[src/rtl/uart_tx_feeder_pkg.sv]
// Shared constants and FSM state encoding for the UART transmit feeder.
package uart_tx_feeder_pkg;

  localparam int unsigned DEFAULT_DEPTH = 16;
  localparam int unsigned BYTE_W        = 8;

  localparam logic [1:0] ST_IDLE_ENC      = 2'd0;
  localparam logic [1:0] ST_ISSUE_ENC     = 2'd1;
  localparam logic [1:0] ST_WAIT_BUSY_ENC = 2'd2;
  localparam logic [1:0] ST_WAIT_DONE_ENC = 2'd3;

  typedef enum logic [1:0] {
    ST_IDLE      = ST_IDLE_ENC,
    ST_ISSUE     = ST_ISSUE_ENC,
    ST_WAIT_BUSY = ST_WAIT_BUSY_ENC,
    ST_WAIT_DONE = ST_WAIT_DONE_ENC
  } state_e;

endpackage

[src/rtl/uart_tx_feeder_sync_fifo.sv]
// Single-clock byte FIFO; count/full/empty are registered, head byte is a
// combinational read of the entry at the read pointer.
module sync_fifo_8
  import uart_tx_feeder_pkg::*;
#(
  parameter  int unsigned DEPTH = DEFAULT_DEPTH,
  localparam int unsigned AW    = $clog2(DEPTH),
  localparam int unsigned CW    = AW + 1
) (
  input  logic              clk,
  input  logic              rst,
  input  logic              i_push,
  input  logic [BYTE_W-1:0] i_push_data,
  input  logic              i_pop,
  output logic [BYTE_W-1:0] o_head_data_c,
  output logic              o_full,
  output logic              o_empty,
  output logic [CW-1:0]     o_count
);

  logic [BYTE_W-1:0] r_mem [DEPTH];
  logic [AW-1:0]     r_wr_ptr;
  logic [AW-1:0]     r_rd_ptr;
  logic [CW-1:0]     r_count;
  logic              r_full;
  logic              r_empty;

  logic              w_push_ok;
  logic              w_pop_ok;
  logic [CW-1:0]     w_count_next;

  // A push while full is refused even when a pop frees a slot this cycle.
  assign w_push_ok    = i_push && !r_full;
  assign w_pop_ok     = i_pop && !r_empty;
  assign w_count_next = r_count + CW'(w_push_ok) - CW'(w_pop_ok);

  always_ff @(posedge clk) begin
    if (rst) begin
      r_wr_ptr <= '0;
      r_rd_ptr <= '0;
      r_count  <= '0;
      r_full   <= 1'b0;
      r_empty  <= 1'b1;
    end else begin
      if (w_push_ok) r_wr_ptr <= r_wr_ptr + AW'(1);
      if (w_pop_ok)  r_rd_ptr <= r_rd_ptr + AW'(1);
      r_count <= w_count_next;
      r_full  <= (w_count_next == CW'(DEPTH));
      r_empty <= (w_count_next == '0);
    end
  end

  always_ff @(posedge clk) begin
    if (w_push_ok) r_mem[r_wr_ptr] <= i_push_data;
  end

  assign o_head_data_c = r_mem[r_rd_ptr];
  assign o_full        = r_full;
  assign o_empty       = r_empty;
  assign o_count       = r_count;

endmodule

[src/rtl/uart_tx_feeder.sv]
// Buffers producer bytes and hands them one at a time to the UART transmitter
// over its start/data/ready handshake.
module uart_tx_feeder
  import uart_tx_feeder_pkg::*;
#(
  parameter  int unsigned DEPTH = DEFAULT_DEPTH,
  localparam int unsigned AW    = $clog2(DEPTH)
) (
  input  logic              clk,
  input  logic              rst,
  input  logic              wr_en,
  input  logic [BYTE_W-1:0] wr_data,
  output logic              full,
  output logic              empty,
  output logic [AW:0]       count,
  output logic              overflow,
  output logic              tx_start,
  output logic [BYTE_W-1:0] tx_data,
  input  logic              tx_ready,
  output logic              busy
);

  state_e            r_state;
  state_e            w_state_next;
  logic              w_pop;
  logic [BYTE_W-1:0] w_head_data;
  logic              r_overflow;
  logic              r_tx_start;
  logic [BYTE_W-1:0] r_tx_data;
  logic              r_busy;

  sync_fifo_8 #(.DEPTH(DEPTH)) u_fifo (
    .clk           (clk),
    .rst           (rst),
    .i_push        (wr_en),
    .i_push_data   (wr_data),
    .i_pop         (w_pop),
    .o_head_data_c (w_head_data),
    .o_full        (full),
    .o_empty       (empty),
    .o_count       (count)
  );

  always_ff @(posedge clk) begin
    if (rst) r_state <= ST_IDLE;
    else     r_state <= w_state_next;
  end

  // WAIT_BUSY covers the transmitter's lag between start and ready falling.
  always_comb begin
    w_state_next = r_state;
    w_pop        = 1'b0;
    unique case (r_state)
      ST_IDLE: begin
        if (!empty && tx_ready) begin
          w_pop        = 1'b1;
          w_state_next = ST_ISSUE;
        end
      end
      ST_ISSUE:     w_state_next = ST_WAIT_BUSY;
      ST_WAIT_BUSY: if (!tx_ready) w_state_next = ST_WAIT_DONE;
      ST_WAIT_DONE: if (tx_ready)  w_state_next = ST_IDLE;
      default:      w_state_next = ST_IDLE;
    endcase
  end

  always_ff @(posedge clk) begin
    if (rst) begin
      r_overflow <= 1'b0;
      r_tx_start <= 1'b0;
      r_tx_data  <= '0;
      r_busy     <= 1'b0;
    end else begin
      r_overflow <= r_overflow | (wr_en & full);
      r_tx_start <= w_pop;
      if (w_pop) r_tx_data <= w_head_data;
      r_busy     <= (w_state_next != ST_IDLE);
    end
  end

  assign overflow = r_overflow;
  assign tx_start = r_tx_start;
  assign tx_data  = r_tx_data;
  assign busy     = r_busy;

endmodule

[config.mk]
export PLATFORM = sky130hd
export DESIGN_NAME = uart_tx_feeder
export DESIGN_NICKNAME = d
export VERILOG_FILES = /design/src/rtl/uart_tx_feeder_pkg.sv /design/src/rtl/uart_tx_feeder_sync_fifo.sv /design/src/rtl/uart_tx_feeder.sv
export SDC_FILE = /design/constraint.sdc
export NUM_CORES = 1
export LEC_CHECK = 0
export BUFFER_PORTS_ARGS = -buffer_cell sky130_fd_sc_hd__buf_4
export CORE_UTILIZATION = 55
export DETAILED_ROUTE_END_ITERATION = 16
export MAX_ROUTING_LAYER = met4
export PLACE_DENSITY = 0.73
export RECOVER_POWER = 25
export SLEW_MARGIN = 20
export SYNTH_ARGS = -nofsm -noshare
export SYNTH_HDL_FRONTEND = slang
export SYNTH_SLANG_ARGS = --single-unit
[constraint.sdc]
create_clock -name clk -period 8.8 [get_ports clk]
set_clock_uncertainty 0.15 [all_clocks]
set_input_delay 0.44 -clock clk [delete_from_list [all_inputs] [get_ports clk]]
set_output_delay 0.44 -clock clk [all_outputs]
set_load 0.03 [all_outputs]
Word level (Yosys, flattened, before mapping)
Memories as Yosys holds them, arrays and structs flattened. A register that Yosys moved wholly into a read port is not among the register bits. Cells that the tools add are included. W data, S select, Z words.

Reductions and logical operators: 8. Mux-type cells: 8. Equal/unequal tests: 4. Bitwise gates (word level): 2. $add $sub $neg: 4.

Operators by type and width (count): $add A4 B1 Y4 const B (2); $pmux W2 S4 (1); $mux W2 (3); $add A5 B1 Y5 (1); $eq A5 B5 Y1 const B (1); $logic_not A5 Y1 (1); $sub A5 B1 Y5 (1); $eq A2 B2 Y1 const B (2); $mux W1 (4); $logic_and A1 B1 Y1 (3); $eq A2 B1 Y1 const B (1); $logic_not A1 Y1 (2); $logic_not A2 Y1 (1); $reduce_bool A2 Y1 (1); $and A1 B1 Y1 (1); $or A1 B1 Y1 (1).

Word-level logic and storage cells: 36. Memory bits (writable): 128. Memories: 1. Input port bits: 12. Bits in registers: 20. Output and inout bits: 18.

Memory list: u_fifo.r_mem (depth 16, width 8, read ports 1, clocked after memory_dff 1, wr ports 1, line uart_tx_feeder_sync_fifo.sv:21) `logic [BYTE_W-1:0] r_mem [DEPTH];`.

Logic depth before layout (Yosys ltp)
Depth in word-level cells: 7. Depth in mapped cells: 11. Gate-level depth less buffers: 11.

By module
From an unflattened synthesis, not the netlist that was laid out.

Cell total of the unflattened synthesis: 362. Area, all modules: 6359.8 µm².

Modules (own cells, without submodules): sync_fifo_8 (area each 5816.8 µm², instances 1, sequential area each 4224.1 µm², cells an instance 311); uart_tx_feeder (area each 543.0 µm², instances 1, sequential area each 260.2 µm², cells an instance 51).

Worst setup path after synthesis
OpenSTA, ideal clock, no wires.

Path type: reg2reg. Start: register u_fifo.r_empty, in the netlist u_fifo.o_empty. End: register u_fifo.r_full, in the netlist u_fifo.o_full. Setup slack: 5752 ps. Setup time: 114 ps. Arrival: 2784 ps. Buffers on the path: 0. Stages on the path, launching flop included: 11. Data required time: 8536 ps. Clock period less this slack: 3048 ps. Cell sequence: dfxtp_1 or4b_4 clkinv_1 ha_1 inv_1 ha_1 inv_1 fa_1 xnor2_1 or3b_2 a2111oi_0.

Cells in the longest elaborated chain, start to end: 7.

RTL lines: from (decl) (line uart_tx_feeder_sync_fifo.sv:26) `logic r_empty;`; from (signal assigned) (line uart_tx_feeder_sync_fifo.sv:49) `r_empty <= (w_count_next == '0);`; $logic_not A1 Y1 * (line uart_tx_feeder_sync_fifo.sv:34, uart_tx_feeder.sv:55); $logic_and A1 B1 Y1 (line uart_tx_feeder.sv:55) `if (!empty && tx_ready) begin`; $mux W1 (line uart_tx_feeder.sv:55); $mux W1 (line uart_tx_feeder.sv:53) `unique case (r_state)`; $logic_and A1 B1 Y1 * (line uart_tx_feeder_sync_fifo.sv:34) `assign w_pop_ok = i_pop && !r_empty;`; net u_fifo.w_pop_ok (line uart_tx_feeder_sync_fifo.sv:29) `logic w_pop_ok;`; $sub A5 B1 Y5 * (line uart_tx_feeder_sync_fifo.sv:35) `assign w_count_next = r_count + CW'(w_push_ok) - CW'(w_pop_ok);`; $eq A5 B5 Y1 * (line uart_tx_feeder_sync_fifo.sv:48) `r_full <= (w_count_next == CW'(DEPTH));`; to (signal assigned) (line uart_tx_feeder_sync_fifo.sv:48); to (decl) (line uart_tx_feeder_sync_fifo.sv:25) `logic r_full;`.

The timed path passes the listed nets; every way through them passes the cells marked *. A chain may end at the register's enable or synchronous reset.

Worst setup path after layout
Start: input tx_ready. End: register u_fifo.r_full, in the netlist u_fifo.o_full.

Cells in the longest elaborated chain, start to end: 6.

RTL lines: from (decl) (line uart_tx_feeder.sv:19) `input logic tx_ready,`; $logic_and A1 B1 Y1 (line uart_tx_feeder.sv:55); $mux W1 (line uart_tx_feeder.sv:55); $mux W1 (line uart_tx_feeder.sv:53); $logic_and A1 B1 Y1 (line uart_tx_feeder_sync_fifo.sv:34); net u_fifo.w_pop_ok (line uart_tx_feeder_sync_fifo.sv:29); $sub A5 B1 Y5 (line uart_tx_feeder_sync_fifo.sv:35); $eq A5 B5 Y1 (line uart_tx_feeder_sync_fifo.sv:48).

The timed path passes the listed nets, and every way through them passes these cells.

==> out/results.tsv <==
stage	metric	value	unit
timing	Tcrit/Tclk final	0.394	
critical_path	CP arrival	3.72	ns
floorplan	num rows	38	
critical_path	Max FO, Critical Path	13	
outcome	status	completed	
critical_path	Worst setup EP type	flip-flop	
floorplan	Die W	107	um
final_layout	commonest cells after routing, fill and taps aside	128 x edfxtp_1, 32 x mux4_2, 27 x dfxtp_1, 27 x buf_4, 24 x nor2_1	
timing	Final WS setup	5.33	ns
clocking	Clock Latency Late Sink	0.52	ns
timing	max-slew violations	0	
timing	RSZ-0062 raised after global routing	no	
power_and_ir_drop	Sw Ratio	0.258	
synth	FF+latch count, synth	156	
grt	global-route wire length before repair	17600	um
critical_path	CP Class	primary input to flip-flop	
timing	Hold Fails Final Rpt	0	
power_and_ir_drop	Power Dens Cells	279	nW/um^2
synth	register area share after synthesis	0.721	
floorplan	Starting Density	0.563	
grt	largest net degree at the start of global routing	36	
power_and_ir_drop	post-route total power	1.97	mW
power_and_ir_drop	sequential share of power	0.441	
final_layout	Layout Nets	394	
synth	ys flop type	edfxtp_1	
grt	grt total ovfl	0	
critical_path	crit start category	primary input	
job	MaxCap Viol Count	0	
power_and_ir_drop	NetSw	0.509	mW
floorplan	CORE AREA	10800	sq um
route	WL final	11500	um
place	DP HPWL	6790	um
route	Via-to-Cell Ratio	5.96	
clocking	Clk pin slew, worst setup/hold paths	0.07	ns
synth	synthesized instance count	334	
synth	ys async rst share	0	
min_path	Hold Path Class	primary input to flip-flop	
place	PortBufs	29	
grt	total track usage	0.227	
clocking	total setup buffers inserted after CTS	0	
clocking	Max clock buf depth	2	
final_layout	ant diodes	0	
route	Post-DRT Antenna Nets	0	
synth	synthesized area	6110	sq um
timing	headroom to the max-slew limit	0.322	
floorplan	die height	107	um
floorplan	die area	11500	sq um
final_layout	Area Overhead vs Synth	15.7	%
grt	number of global-route vias before repair	3124	
grt	initial antenna violation count	0	
final_layout	post-route cell area	7070	sq um
synth	Yosys warning count	0	
synth	Distinct cells, synth	34	
route	DRT Pass-1 Iters	5	
clocking	CTS Buf Count	17	
synth	Net Count, Synth	357	
timing	worst-margin pin slew	1.01	ns
final_layout	final non-filler cell total	524	
power_and_ir_drop	maximum VDD drop	0.000153	V
route	WL/cell	22.0	um
place	dpl cell area	6460	sq um
timing	fin crit period	3.47	ns
power_and_ir_drop	Leak	2.33	nW
timing	hold slack final	0.0960	ns
clocking	CTS resizes	0	
route	Vias	3121	
timing	fmax	288	MHz
place	setup slack at placement	5.37	ns
synth	mean post-synth cell area	18.3	sq um
timing	final setup vio count	0	
power_and_ir_drop	Gate power share	0.178	
clocking	TritonCTS Sinks	156	
final_layout	most common cell after layout, fill and taps aside	edfxtp_1	
clocking	Root Driver	clkbuf_8	
place	dpl cells	490	
final_layout	share of cells above drive strength 1	0.242	
clocking	CTS tree	yes	
place	routability congestion estimate	0.827	
power_and_ir_drop	internal power	1.46	mW
critical_path	data required time at the worst endpoint	9.05	ns
clocking	htree depth	4	
power_and_ir_drop	Clock power frac	0.382	
final_layout	Core Util, Final	0.652	
floorplan	Ports	30	
timing	TNS Setup	0	ns
route	Initial DRC Count	252	
route	residual DRC count	0	
synth	Post-synth EDFFs	128	
[state kept, by name, indices dropped and copies added, names as in the netlist]
register,cells
u_fifo.r_wr_ptr,4
u_fifo.o_count,5
tx_start,1
u_fifo.o_empty,1
r_state,2
busy,1
u_fifo.o_full,1
tx_data,8
u_fifo.r_mem,128
u_fifo.r_rd_ptr,4
overflow,1
[synth_stat cells (all sizes together) (4+ instances only)]
| master | count | area share |
|---|---|---|
| clkbuf | 8 | 0.0049 |
| nand2 | 8 | 0.0049 |
| o221ai | 8 | 0.011 |
| nor2b | 4 | 0.0041 |
| dfxtp | 28 | 0.092 |
| nand3b | 9 | 0.011 |
| mux4 | 32 | 0.12 |
| buf | 10 | 0.0090 |
| xnor2 | 4 | 0.0057 |
| nor3 | 4 | 0.0033 |
| mux2i | 16 | 0.026 |
| xor2 | 6 | 0.0086 |
| nor2 | 24 | 0.015 |
| edfxtp | 128 | 0.63 |
| ha | 10 | 0.020 |
| a21oi | 6 | 0.0049 |
| inv | 9 | 0.0055 |
[routing by layer]
metal | vias to the layer above | track usage | routed length [um]
met5 | - | - | 0
met4 | 0 | 0.105 | 282
met3 | 26 | 0.0575 | 736
met2 | 124 | 0.358 | 5890
met1 | 1591 | 0.280 | 4620
li1 | 1380 | - | -
[power by group through the flow]
stage	Sequential (mW)	Clock [mW]	Combinational [mW]
3_3_place_gp	0.882	0	0.342
3_5_place_dp	0.884	0	0.351
4_1_cts	0.869	0.759	0.357
2_1_floorplan	0.918	0	0.218
5_1_grt	0.873	0.793	0.384
6_report	0.869	0.753	0.350
[final cells by class]
type / instances / area (sq um)
clock buffer: 19 / 422
clock inverter: 13 / 188
fill: 728 / 3770
inverter: 10 / 37.5
multi-input combinational: 150 / 1590
sequential: 156 / 4410
tap: 140 / 175
timing repair buffer: 36 / 249
[path summary, 6_finish.rpt]
check | startpoint | end | slack, ns | cells past startpoint
min reg2reg | overflow$_SDFF_PP0_ | overflow$_SDFF_PP0_ | 0.34 | 2
min | wr_data[5] | u_fifo.r_mem[5][5]$_DFFE_PP_ | 0.1 | 1
max reg2reg | r_state[1]$_SDFF_PP0_ | u_fifo.o_full$_SDFF_PP0_ | 5.49 | 10
max | tx_ready | u_fifo.o_full$_SDFF_PP0_ | 5.33 | 12
[critical path, stage by stage]
cell and delay, ns:
dlygate4sd3_1 0.54, buf_4 0.11, or4b_4 0.56, clkinv_1 0.16, ha_1 0.24, inv_1 0.06, ha_1 0.16, inv_1 0.05
fa_1 0.39, xnor2_1 0.18, or3b_2 0.44, a2111oi_0 0.38
[kinds of logic (layout without fill, tap and decap cells)]
| family | count (synthesis) | in the layout | share of synthesized area |
|---|---|---|---|
| xor+xnor | 10 | 10 | 0.0143 |
| simple gates | 60 | 60 | 0.0512 |
| fa+ha+maj | 11 | 11 | 0.0238 |
| buf+inv | 28 | 78 | 0.0201 |
| mux | 48 | 48 | 0.144 |
| flops | 156 | 156 | 0.721 |
| compound gates | 21 | 21 | 0.0250 |
[what timing repair did]
item / CTS / global route
hold buffers: 2 / 0
endpoints found under the setup margin: 0 / 0
hold endpoints to repair: 2 / 0
No activity file was read; power rests on OpenSTA's default activity.
